--- src/rtl/mem_port_arbiter.sv ---
// Single memory port shared by fetch and load/store; data wins unless fetch is owed a turn.
// Request-to-done is 3 cycles plus one per wait state; the stall is held until the completion pulse.
module mem_port_arbiter #(
  parameter int ADDR_WIDTH = 32,
  parameter int DATA_WIDTH = 32,
  parameter int MAX_WAIT   = 255
) (
  input  logic                  clk,
  input  logic                  rst_n,
  input  logic                  inst_rd_en,
  input  logic [ADDR_WIDTH-1:0] inst_addr,
  output logic [DATA_WIDTH-1:0] inst_data,
  output logic                  inst_valid,
  input  logic                  data_rd_en,
  input  logic                  data_wr_en,
  input  logic [ADDR_WIDTH-1:0] data_addr,
  input  logic [DATA_WIDTH-1:0] data_wr_data,
  output logic [DATA_WIDTH-1:0] data_rd_data,
  output logic                  data_done,
  output logic                  mem_req,
  output logic                  mem_we,
  output logic [ADDR_WIDTH-1:0] mem_addr,
  output logic [DATA_WIDTH-1:0] mem_wdata,
  input  logic [DATA_WIDTH-1:0] mem_rdata,
  input  logic                  mem_ack,
  output logic                  mem_stall,
  output logic                  bus_error
);

  localparam int CNT_W = (MAX_WAIT < 2) ? 1 : $clog2(MAX_WAIT);

  typedef enum logic [1:0] {IDLE, DATA, INST} state_t;

  state_t                r_state;
  logic [CNT_W-1:0]      r_wait;
  logic                  r_fair;
  logic                  r_mem_req;
  logic                  r_mem_we;
  logic [ADDR_WIDTH-1:0] r_mem_addr;
  logic [DATA_WIDTH-1:0] r_mem_wdata;
  logic [DATA_WIDTH-1:0] r_inst_data;
  logic                  r_inst_valid;
  logic [DATA_WIDTH-1:0] r_data_rd_data;
  logic                  r_data_done;
  logic                  r_bus_error;

  logic w_data_elig;
  logic w_inst_elig;
  logic w_pick_inst;
  logic w_timeout;
  logic w_finish;

  // A requester whose completion pulse is showing is still holding its enable; skip it.
  assign w_data_elig = (data_rd_en | data_wr_en) & ~r_data_done;
  assign w_inst_elig = inst_rd_en & ~r_inst_valid;
  assign w_pick_inst = w_inst_elig & (~w_data_elig | r_fair);
  assign w_timeout   = ~mem_ack & (r_wait == CNT_W'(MAX_WAIT - 1));
  assign w_finish    = mem_ack | w_timeout;

  always_ff @(posedge clk or negedge rst_n) begin
    if (!rst_n) begin
      r_state        <= IDLE;
      r_wait         <= '0;
      r_fair         <= 1'b0;
      r_mem_req      <= 1'b0;
      r_mem_we       <= 1'b0;
      r_mem_addr     <= '0;
      r_mem_wdata    <= '0;
      r_inst_data    <= '0;
      r_inst_valid   <= 1'b0;
      r_data_rd_data <= '0;
      r_data_done    <= 1'b0;
      r_bus_error    <= 1'b0;
    end else begin
      r_inst_valid <= 1'b0;
      r_data_done  <= 1'b0;
      r_bus_error  <= 1'b0;
      case (r_state)
        IDLE: begin
          if (w_pick_inst) begin
            r_state     <= INST;
            r_wait      <= '0;
            r_fair      <= 1'b0;
            r_mem_req   <= 1'b1;
            r_mem_we    <= 1'b0;
            r_mem_addr  <= inst_addr;
            r_mem_wdata <= '0;
          end else if (w_data_elig) begin
            // rd and wr together is treated as a store
            r_state     <= DATA;
            r_wait      <= '0;
            r_mem_req   <= 1'b1;
            r_mem_we    <= data_wr_en;
            r_mem_addr  <= data_addr;
            r_mem_wdata <= data_wr_data;
          end
        end
        DATA, INST: begin
          if (w_finish) begin
            r_state     <= IDLE;
            r_mem_req   <= 1'b0;
            r_mem_we    <= 1'b0;
            r_bus_error <= w_timeout;
            if (r_state == DATA) begin
              r_data_done <= 1'b1;
              if (w_timeout)
                r_data_rd_data <= '0;
              else if (!r_mem_we)
                r_data_rd_data <= mem_rdata;
              if (inst_rd_en)
                r_fair <= 1'b1;
            end else begin
              r_inst_valid <= 1'b1;
              r_inst_data  <= w_timeout ? '0 : mem_rdata;
            end
          end else begin
            r_wait <= r_wait + 1'b1;
          end
        end
        default: r_state <= IDLE;
      endcase
    end
  end

  assign inst_data    = r_inst_data;
  assign inst_valid   = r_inst_valid;
  assign data_rd_data = r_data_rd_data;
  assign data_done    = r_data_done;
  assign mem_req      = r_mem_req;
  assign mem_we       = r_mem_we;
  assign mem_addr     = r_mem_addr;
  assign mem_wdata    = r_mem_wdata;
  assign bus_error    = r_bus_error;
  assign mem_stall    = (inst_rd_en & ~r_inst_valid) | ((data_rd_en | data_wr_en) & ~r_data_done);

endmodule

--- config.mk ---
export PLATFORM = sky130hd
export DESIGN_NAME = mem_port_arbiter
export DESIGN_NICKNAME = d
export VERILOG_FILES = /design/src/rtl/mem_port_arbiter.sv
export SDC_FILE = /design/constraint.sdc
export NUM_CORES = 1
export LEC_CHECK = 0
export CORE_ASPECT_RATIO = 0.9
export CORE_UTILIZATION = 45
export DETAILED_ROUTE_END_ITERATION = 8
export MAX_ROUTING_LAYER = met4
export PLACE_DENSITY = 0.81
export SYNTH_ARGS = -nofsm -noshare
export SYNTH_HDL_FRONTEND = slang
export SYNTH_SLANG_ARGS = --single-unit
--- constraint.sdc ---
create_clock -name clk -period 3 [get_ports clk]
set_clock_uncertainty 0.1 [all_clocks]
set_input_delay 0.6 -clock clk [delete_from_list [all_inputs] [get_ports clk]]
set_output_delay 0.6 -clock clk [all_outputs]
set_load 0.05 [all_outputs]
After elaboration in Yosys (flattened, before gate mapping):

Cells that the tools add are included.

* reduce and logical (&&, ||, !) cells: 11
* eq/ne operators: 10
* $mul: 0
* shift operators: 0
* bitwise gates (word level): 13
* $lt $le $gt $ge: 0
* div/mod/pow operators: 0
* muxes and demuxes: 35
* add/sub/neg operators: 1

Operators by type and width (count)
* $mux W32: 7
* $mux W8: 3
* $mux W1: 17
* $pmux W8 S2: 1
* $ne A2 B2 Y1 const B: 5
* $reduce_and A3 Y1: 3
* $add A8 B1 Y8 const B: 1
* $eq A8 B8 Y1 const B: 1
* $mux W2: 3
* $pmux W1 S2: 3
* $not A1 Y1: 5
* $reduce_and A5 Y1: 1
* $and A1 B1 Y1: 4
* $or A1 B1 Y1: 4
* $pmux W2 S2: 1
* $reduce_and A2 Y1: 2
* $reduce_and A4 Y1: 1
* $reduce_bool A2 Y1: 2
* $ne A3 B3 Y1 const B: 1
* $eq A2 B1 Y1 const B: 1
* $eq A2 B2 Y1 const B: 1
* $logic_not A2 Y1: 1
* $ne A2 B1 Y1 const B: 1
* $reduce_or A2 Y1: 1

* logic and storage cells: 82
* bits in latches: 0
* memories: 0
* bits in registers: 144
* ROM bits: 0
* output and inout port bits: 134
* bits in writable memories: 0

Longest topological paths before layout:

Gate-level depths: netlist (run 1).

* depth after elaboration: 7
* mapped depth: 8
* depth with buffers taken out: 6

Worst setup path after synthesis (run 1):

No wires, ideal clock.

* path kind: flip-flop to output port
* from: reg r_data_done (netlist: data_done)
* to: out mem_stall
* buffers on the path: 0
* stages on the path, launching flop included: 3
* required time: 2.300 ns
* setup slack: 1.040 ns
* arrival time: 1.260 ns
* cells stage by stage: dfrtp_1 -> o21bai_1 -> nand2_1

* word-level cells in the longest chain between the ends: 3

RTL lines
* start: declaration: line 44 `logic r_data_done;`
* start signal: assignment: line 72 `r_data_done <= 1'b0;`
* start signal: assignment: line 76 `r_data_done <= 1'b0;`
* start signal: assignment: line 105 `r_data_done <= 1'b1;`
* $not A1 Y1: line 134 `assign mem_stall = (inst_rd_en & ~r_inst_valid) | ((data_rd_en | data_wr_en) & ~r_data_done);`
* $and A1 B1 Y1: line 134
* $or A1 B1 Y1: line 134
* end: declaration: line 26 `output logic mem_stall,`

Every way passes these cells.

Worst setup path after layout (run 1):

* from: in data_wr_en
* to: out mem_stall

* word-level cells in the longest chain between the ends: 3

RTL lines
* start: declaration: line 15 `input logic data_wr_en,`
* $or A1 B1 Y1: line 134
* $and A1 B1 Y1: line 134
* $or A1 B1 Y1: line 134

Every way passes these cells.

==> flow_metrics.tcl, run 1 <==
set metrics [dict create \
    clockPowerShare_pct 17.3 \
    switchingPower_w 0.00629 \
    combPwrFrac_pct 56.8 \
    final_common_cell "sky130_fd_sc_hd__clkdlybuf4s50_1" \
    grt_start_max_net_pins 129 \
    fp.coreArea_mm2 0.0135 \
    gp_congestion 0.876 \
    hold_class "input pin to async pin" \
    yosys.area.top_type_share_pct 57.5 \
    sum_of_overflow_across_all_layers_after_global_routing 0 \
    clk_path_buf_depth 2 \
    detail_route.wl_per_cell_um 18.4 \
    die_width_um 126 \
    power_per_cell_area_mw_per_mm2 1340 \
    mappedNetlistNets 728 \
    groute.usage.overall_pct 28.2 \
    drt_first_iter_violations 528 \
    vias 5463 \
    timing.critical_path.arrival_ns 1.99 \
    final.min_clock_period_ns 2.69 \
    syn-cell-area_mm2 0.00627 \
    fmaxAchievable_mhz 371 \
    path_max_fanout 4 \
    r2r_setup_slack_ns 0.59 \
    first_pass_iters 7 \
    floorplan.die_area_mm2 0.0144 \
    cts.sinks 144 \
    synth_sequential_area_ratio_pct 57.5 \
    net_count_reported_at_finish 984 \
    cts-buffers-inserted 17 \
    place.port_buffers 267 \
    grt_antenna_before_repair 0 \
    cap_violations 0 \
    cts_repair_resize_count 0 \
    ant_nets 0 \
    endpoint_kind "output pin" \
    reg_power_share_pct 25.8 \
    routed_via_density 5.33 \
    drt-total-wl_um 18900 \
    place_hpwl_um 13200 \
    p_leak_nw 4.37 \
    cts_hold_repair.buffers 0 \
    final.fill_count 986 \
    yosysWarningCount 0 \
    htreeDepth 4 \
    final_hold_fails 0 \
    cts.repair_timing.setup_buffer_count 0 \
    synth_enable_flop_cells 0 \
    start_kind "input pin" \
    power.share.switching_pct 48.2 \
    ys.flop_type "sky130_fd_sc_hd__dfrtp_1" \
    cts.reportedPaths.clkPinSlew_ns 0.06 \
    fp-row-count 40 \
    r2r_end "r_wait[6]" \
    clk-insertion-delay-late_ns 0.42 \
    min_period_over_period_pct 89.8 \
    yosys.area.top_type "sky130_fd_sc_hd__dfrtp_1" \
    logic_depth_of_the_worst_register_to_register_path 6 \
    setup_repair_after_global_routing_missed_its_margin "no" \
    internal_power_w 0.00675 \
    worst-setup-path-type "input pin to output pin" \
    final_util_pct 72.0 \
    final.hold.worst_slack_ns 0.0465 \
    grt_pass1_wl_um 30000 \
    number_of_global_route_vias_before_repair 5683 \
    yosys.cell_types.count 47 \
    postSynth.asyncResetShare_pct 100 \
    run_status "completed" \
    antenna_cells 0 \
    timing.slew.headroom_pct 55.0 \
    maxSlewViolCount 0 \
    tightest_slew_ns 0.675 \
    initial_utilization_pct 46.6 \
    post_synth_inst_count 588 \
    source_of_the_worst_register_to_register_timing_path "r_state[0]" \
    ir_worst_vdd_mv 0.776 \
    worst-endpoint-required_ns 2.30 \
    fin_tns_setup_ns 0 \
    num_io_pins 268 \
    netlist_top_cells_area "sky130_fd_sc_hd__dfrtp_1, sky130_fd_sc_hd__nand2_1, sky130_fd_sc_hd__mux2i_1, sky130_fd_sc_hd__a22o_1, sky130_fd_sc_hd__nand4b_1" \
    cts_root_buffer "sky130_fd_sc_hd__clkbuf_16" \
    layout_common_cells "sky130_fd_sc_hd__clkdlybuf4s50_1, sky130_fd_sc_hd__dfrtp_1, sky130_fd_sc_hd__nand2_1" \
    setup_viol_count_final 0 \
    dieHeight_um 114 \
    route.detailed.drc 0 \
    syn_avg_cell_area_um2 10.7 \
    syn_to_final_growth_pct 54.6 \
    number_of_synthesized_register_bits 144 \
    post_route_cells_drive_above_1_share_pct 6.78 \
    cts_tree "yes" \
]
==> power groups by stage <==
| stage | sequential, W | clock [W] | combinational, W |
|---|---|---|---|
| finish | 0.00337 | 0.00226 | 0.00741 |
| global route | 0.00347 | 0.00239 | 0.00782 |
| CTS | 0.00336 | 0.00231 | 0.00743 |
| global placement | 0.00332 | 0 | 0.00726 |
| floorplan | 0.00618 | 0 | 0.00209 |
| detailed placement | 0.00338 | 0 | 0.00740 |
==> cells in the mapped netlist, drive strengths merged, types with 2 or more instances <==
cell type / number
o2bb2ai: 3
or3: 2
inv: 38
a31oi: 5
nand4b: 32
o22ai: 2
nand3: 6
dfrtp: 144
nand2: 102
a21o: 2
nor2b: 2
ha: 6
nand4: 2
nor3: 4
nor2: 3
clkbuf: 19
mux2i: 33
and2b: 2
a21oi: 2
and2: 2
o21ai: 105
o31ai: 2
a22o: 32
buf: 22
nand2b: 2
==> registers in the layout, indices dropped and copies added (netlist names) <==
signal / flops
bus_error: 1
mem_wdata: 32
mem_req: 1
mem_we: 1
r_state: 2
mem_addr: 32
r_wait: 8
inst_data: 32
r_fair: 1
data_done: 1
inst_valid: 1
data_rd_data: 32
==> stage by stage <==
stage,setup WS (ns),instance area [um2],power [W],instances
2_1_floorplan,1.04,6270,0.00828,588
3_3_place_gp,0.404,9060,0.0106,993
3_5_place_dp,0.352,9060,0.0108,993
4_1_cts,0.322,9690,0.0131,1024
5_1_grt,0.233,9690,0.0137,1024
6_report,0.306,9690,0.0130,1024
==> worst max path at each step <==
stage / cells past startpoint / endpoint / startpoint / slack [ns]
global placement: 4 / mem_stall / data_wr_en / 0.40
CTS: 4 / mem_stall / data_wr_en / 0.32
finish: 4 / mem_stall / data_wr_en / 0.31
global route: 4 / mem_stall / data_wr_en / 0.23
detailed placement: 4 / mem_stall / data_wr_en / 0.35
floorplan: 2 / mem_stall / data_done / 1.04
==> worst max-delay path, stage by stage <==
cell and delay, ns:
sky130_fd_sc_hd__clkdlybuf4s50_1 0.46, sky130_fd_sc_hd__o21bai_1 0.43, sky130_fd_sc_hd__nand2_1 0.24, sky130_fd_sc_hd__buf_4 0.26
==> routing by layer <==
layer | up-vias | global-route usage [%] | routed length, um | share of wire [%]
li1 | 2568 | - | - | -
met1 | 2636 | 33.8 | 7680 | 41
met2 | 220 | 45.9 | 9670 | 51
met3 | 39 | 5.86 | 1010 | 5.3
met4 | 0 | 13.3 | 507 | 2.7
met5 | - | - | 0 | 0
==> kinds of logic (layout without fill, tap and decap cells) <==
| family | after synthesis | after routing | share of synthesized area [%] |
|---|---|---|---|
| AOI/OAI and AO/OA | 160 | 160 | 15.9 |
| xor gates and xnor gates | 1 | 1 | 0.140 |
| adders and majority gates | 6 | 6 | 1.20 |
| buffers and inverters | 79 | 347 | 5.99 |
| DFF | 144 | 144 | 57.5 |
| muxes | 33 | 33 | 5.27 |
| and+or+nand+nor | 165 | 165 | 14.0 |
==> area by class of cell <==
cell class	count	area, um2	share of cell area [%]
Sequential cell	144	3600	37.2
Timing Repair Buffer	278	2790	28.8
Multi-Input combinational cell	365	2310	23.8
Clock buffer	21	480	4.96
Tap cell	168	210	2.17
Clock inverter	10	158	1.63
Inverter	38	143	1.47
(Power assumes the default switching activity.)
==> run 2: changes to the inputs <==
--- a/config.mk
+++ b/config.mk
@@ -6,10 +6,10 @@
 export NUM_CORES = 1
 export LEC_CHECK = 0
 export CORE_ASPECT_RATIO = 0.9
-export CORE_UTILIZATION = 45
+export CORE_UTILIZATION = 41
 export DETAILED_ROUTE_END_ITERATION = 8
 export MAX_ROUTING_LAYER = met4
-export PLACE_DENSITY = 0.81
+export PLACE_DENSITY = 0.75
 export SYNTH_ARGS = -nofsm -noshare
 export SYNTH_HDL_FRONTEND = slang
 export SYNTH_SLANG_ARGS = --single-unit
==> run 2 against run 1 <==
Compared with the run above: flip-flop and latch count is the same; clock power decreased by 13%; register-to-register slack better by 0.29 ns; core utilization down 6.6 points; largest cell class unchanged.
==> flow_metrics.tcl, run 2 (same netlist as run 1, synthesis figures left out) <==
set metrics [dict create \
    run_status "completed" \
    num_io_pins 268 \
    grt_antenna_before_repair 0 \
    crit_chain "clkdlybuf4s50_1, o21bai_1, nand2_1, buf_4" \
    detail_route.wl_per_cell_um 17.2 \
    post_route_cells_drive_above_1_share_pct 6.99 \
    cts.reportedPaths.clkPinSlew_ns 0.06 \
    clk-insertion-delay-late_ns 0.42 \
    placement.setup.worst_slack_ns 0.409 \
    sum_of_overflow_across_all_layers_after_global_routing 0 \
    floorplan.die_area_mm2 0.0158 \
    worst-setup-path-type "input pin to output pin" \
    final.fill_count 1165 \
    fin_tns_setup_ns 0 \
    cap_violations 0 \
    path_max_fanout 4 \
    cts-buffers-inserted 17 \
    cts_root_buffer "sky130_fd_sc_hd__clkbuf_16" \
    syn_to_final_growth_pct 54.6 \
    power.total_w 0.0128 \
    ant_nets 0 \
    start_kind "input pin" \
    clk_path_buf_depth 2 \
    fp-row-count 42 \
    final_critical_path_setup_slack_ns 0.412 \
    htreeDepth 4 \
    worst-endpoint-required_ns 2.30 \
    clockPowerShare_pct 15.4 \
    final.hold.worst_slack_ns 0.0551 \
    internal_power_w 0.00642 \
    gp_congestion 0.857 \
    reg_power_share_pct 26.2 \
    combPwrFrac_pct 58.4 \
    route.detailed.drc 0 \
    number_of_global_route_vias_before_repair 5520 \
    cts.sinks 144 \
    final.min_clock_period_ns 2.59 \
    initial_utilization_pct 42.3 \
    timing.critical_path.arrival_ns 1.89 \
    cp_slowest_cell "sky130_fd_sc_hd__clkdlybuf4s50_1" \
    die_width_um 132 \
    power_per_cell_area_mw_per_mm2 1320 \
    grt_start_max_net_pins 69 \
    met2RoutedLength_um 9230 \
    tightest_slew_ns 0.564 \
    maxSlewViolCount 0 \
    timing.slew.headroom_pct 62.4 \
    cts.repair_timing.setup_buffer_count 0 \
    min_period_over_period_pct 86.3 \
    highest_signal_layer_in_the_routed_design "met4" \
    fp.coreArea_mm2 0.0148 \
    hold_class "input pin to async pin" \
    cts_hold_repair.buffers 0 \
    cts_repair_resize_count 0 \
    fmaxAchievable_mhz 386 \
    p_leak_nw 4.36 \
    cts_tree "yes" \
    dieHeight_um 119 \
    switchingPower_w 0.00636 \
    setup_viol_count_final 0 \
    final_common_cell "sky130_fd_sc_hd__clkdlybuf4s50_1" \
    drt-total-wl_um 18200 \
    routed_via_density 5.14 \
    place_hpwl_um 13100 \
    vias 5426 \
    net_count_reported_at_finish 985 \
    drt_first_iter_violations 382 \
    power.share.switching_pct 49.7 \
    timing.critical_path.slowest_cell_delay_ns 0.44 \
    grt_pass1_wl_um 29300 \
    endpoint_kind "output pin" \
    ir_worst_vdd_mv 0.984 \
    layout_common_cells "sky130_fd_sc_hd__clkdlybuf4s50_1, sky130_fd_sc_hd__dfrtp_1, sky130_fd_sc_hd__nand2_1" \
    antenna_cells 0 \
    first_pass_iters 5 \
    groute.usage.overall_pct 24.6 \
    place.port_buffers 267 \
    wl_met1_um 7560 \
    setup_repair_after_global_routing_missed_its_margin "no" \
    final_hold_fails 0 \
    met3_wirelength_um 916 \
]
run 2: power by group through the flow:
stage	sequential, W	clock (W)	combinational [W]
6_report	0.00335	0.00197	0.00746
5_1_grt	0.00345	0.00209	0.00788
4_1_cts	0.00335	0.00201	0.00750
3_5_place_dp	0.00337	0	0.00747
3_3_place_gp	0.00333	0	0.00733
2_1_floorplan	0.00618	0	0.00209
run 2: stage by stage:
stage	instances	utilization, %	area (um2)
after global placement	1024	61.7	9140
after detailed placement	1024	61.7	9140
after CTS	1056	65.4	9690
after global routing	1056	65.4	9690
final	1056	65.4	9690
after floorplan	588	-	6270
run 2: layout make-up:
| type | instances | area [um2] | area share [%] |
|---|---|---|---|
| tap | 198 | 248 | 2.56 |
| clock inverter | 15 | 128 | 1.32 |
| clock buffer | 17 | 425 | 4.39 |
| timing repair buffer | 279 | 2840 | 29.3 |
| multi-input combinational | 365 | 2310 | 23.8 |
| inverter | 38 | 143 | 1.47 |
| sequential | 144 | 3600 | 37.2 |
run 2: worst max-delay path, delay by kind of cell:
| kind | cells | cell delay, ns |
|---|---|---|
| and+or+nand+nor | 1 | 0.21 |
| AOI/OAI and AO/OA | 1 | 0.39 |
| buffers and inverters | 2 | 0.68 |
run 2: path summary, 6_finish.rpt:
check / from / endpoint / slack, ns / cells past startpoint
worst max-delay path: data_wr_en / mem_stall / 0.41 / 4
worst min-delay path: rst_n / mem_addr[7] / 0.06 / 1
worst max register to register: r_state[0] / r_wait[3] / 0.88 / 6
worst min register to register: mem_wdata[14] / mem_wdata[14] / 0.38 / 2
max in group asynchronous: rst_n / inst_data[13] / 2.09 / 2
min in group clk: mem_wdata[14] / mem_wdata[14] / 0.38 / 2
run 2: layer usage:
| layer | vias up | global-route usage [%] |
|---|---|---|
| met5 | - | - |
| met4 | 0 | 10.2 |
| met3 | 35 | 5.28 |
| met2 | 192 | 39.9 |
| met1 | 2630 | 29.9 |
| li1 | 2569 | - |
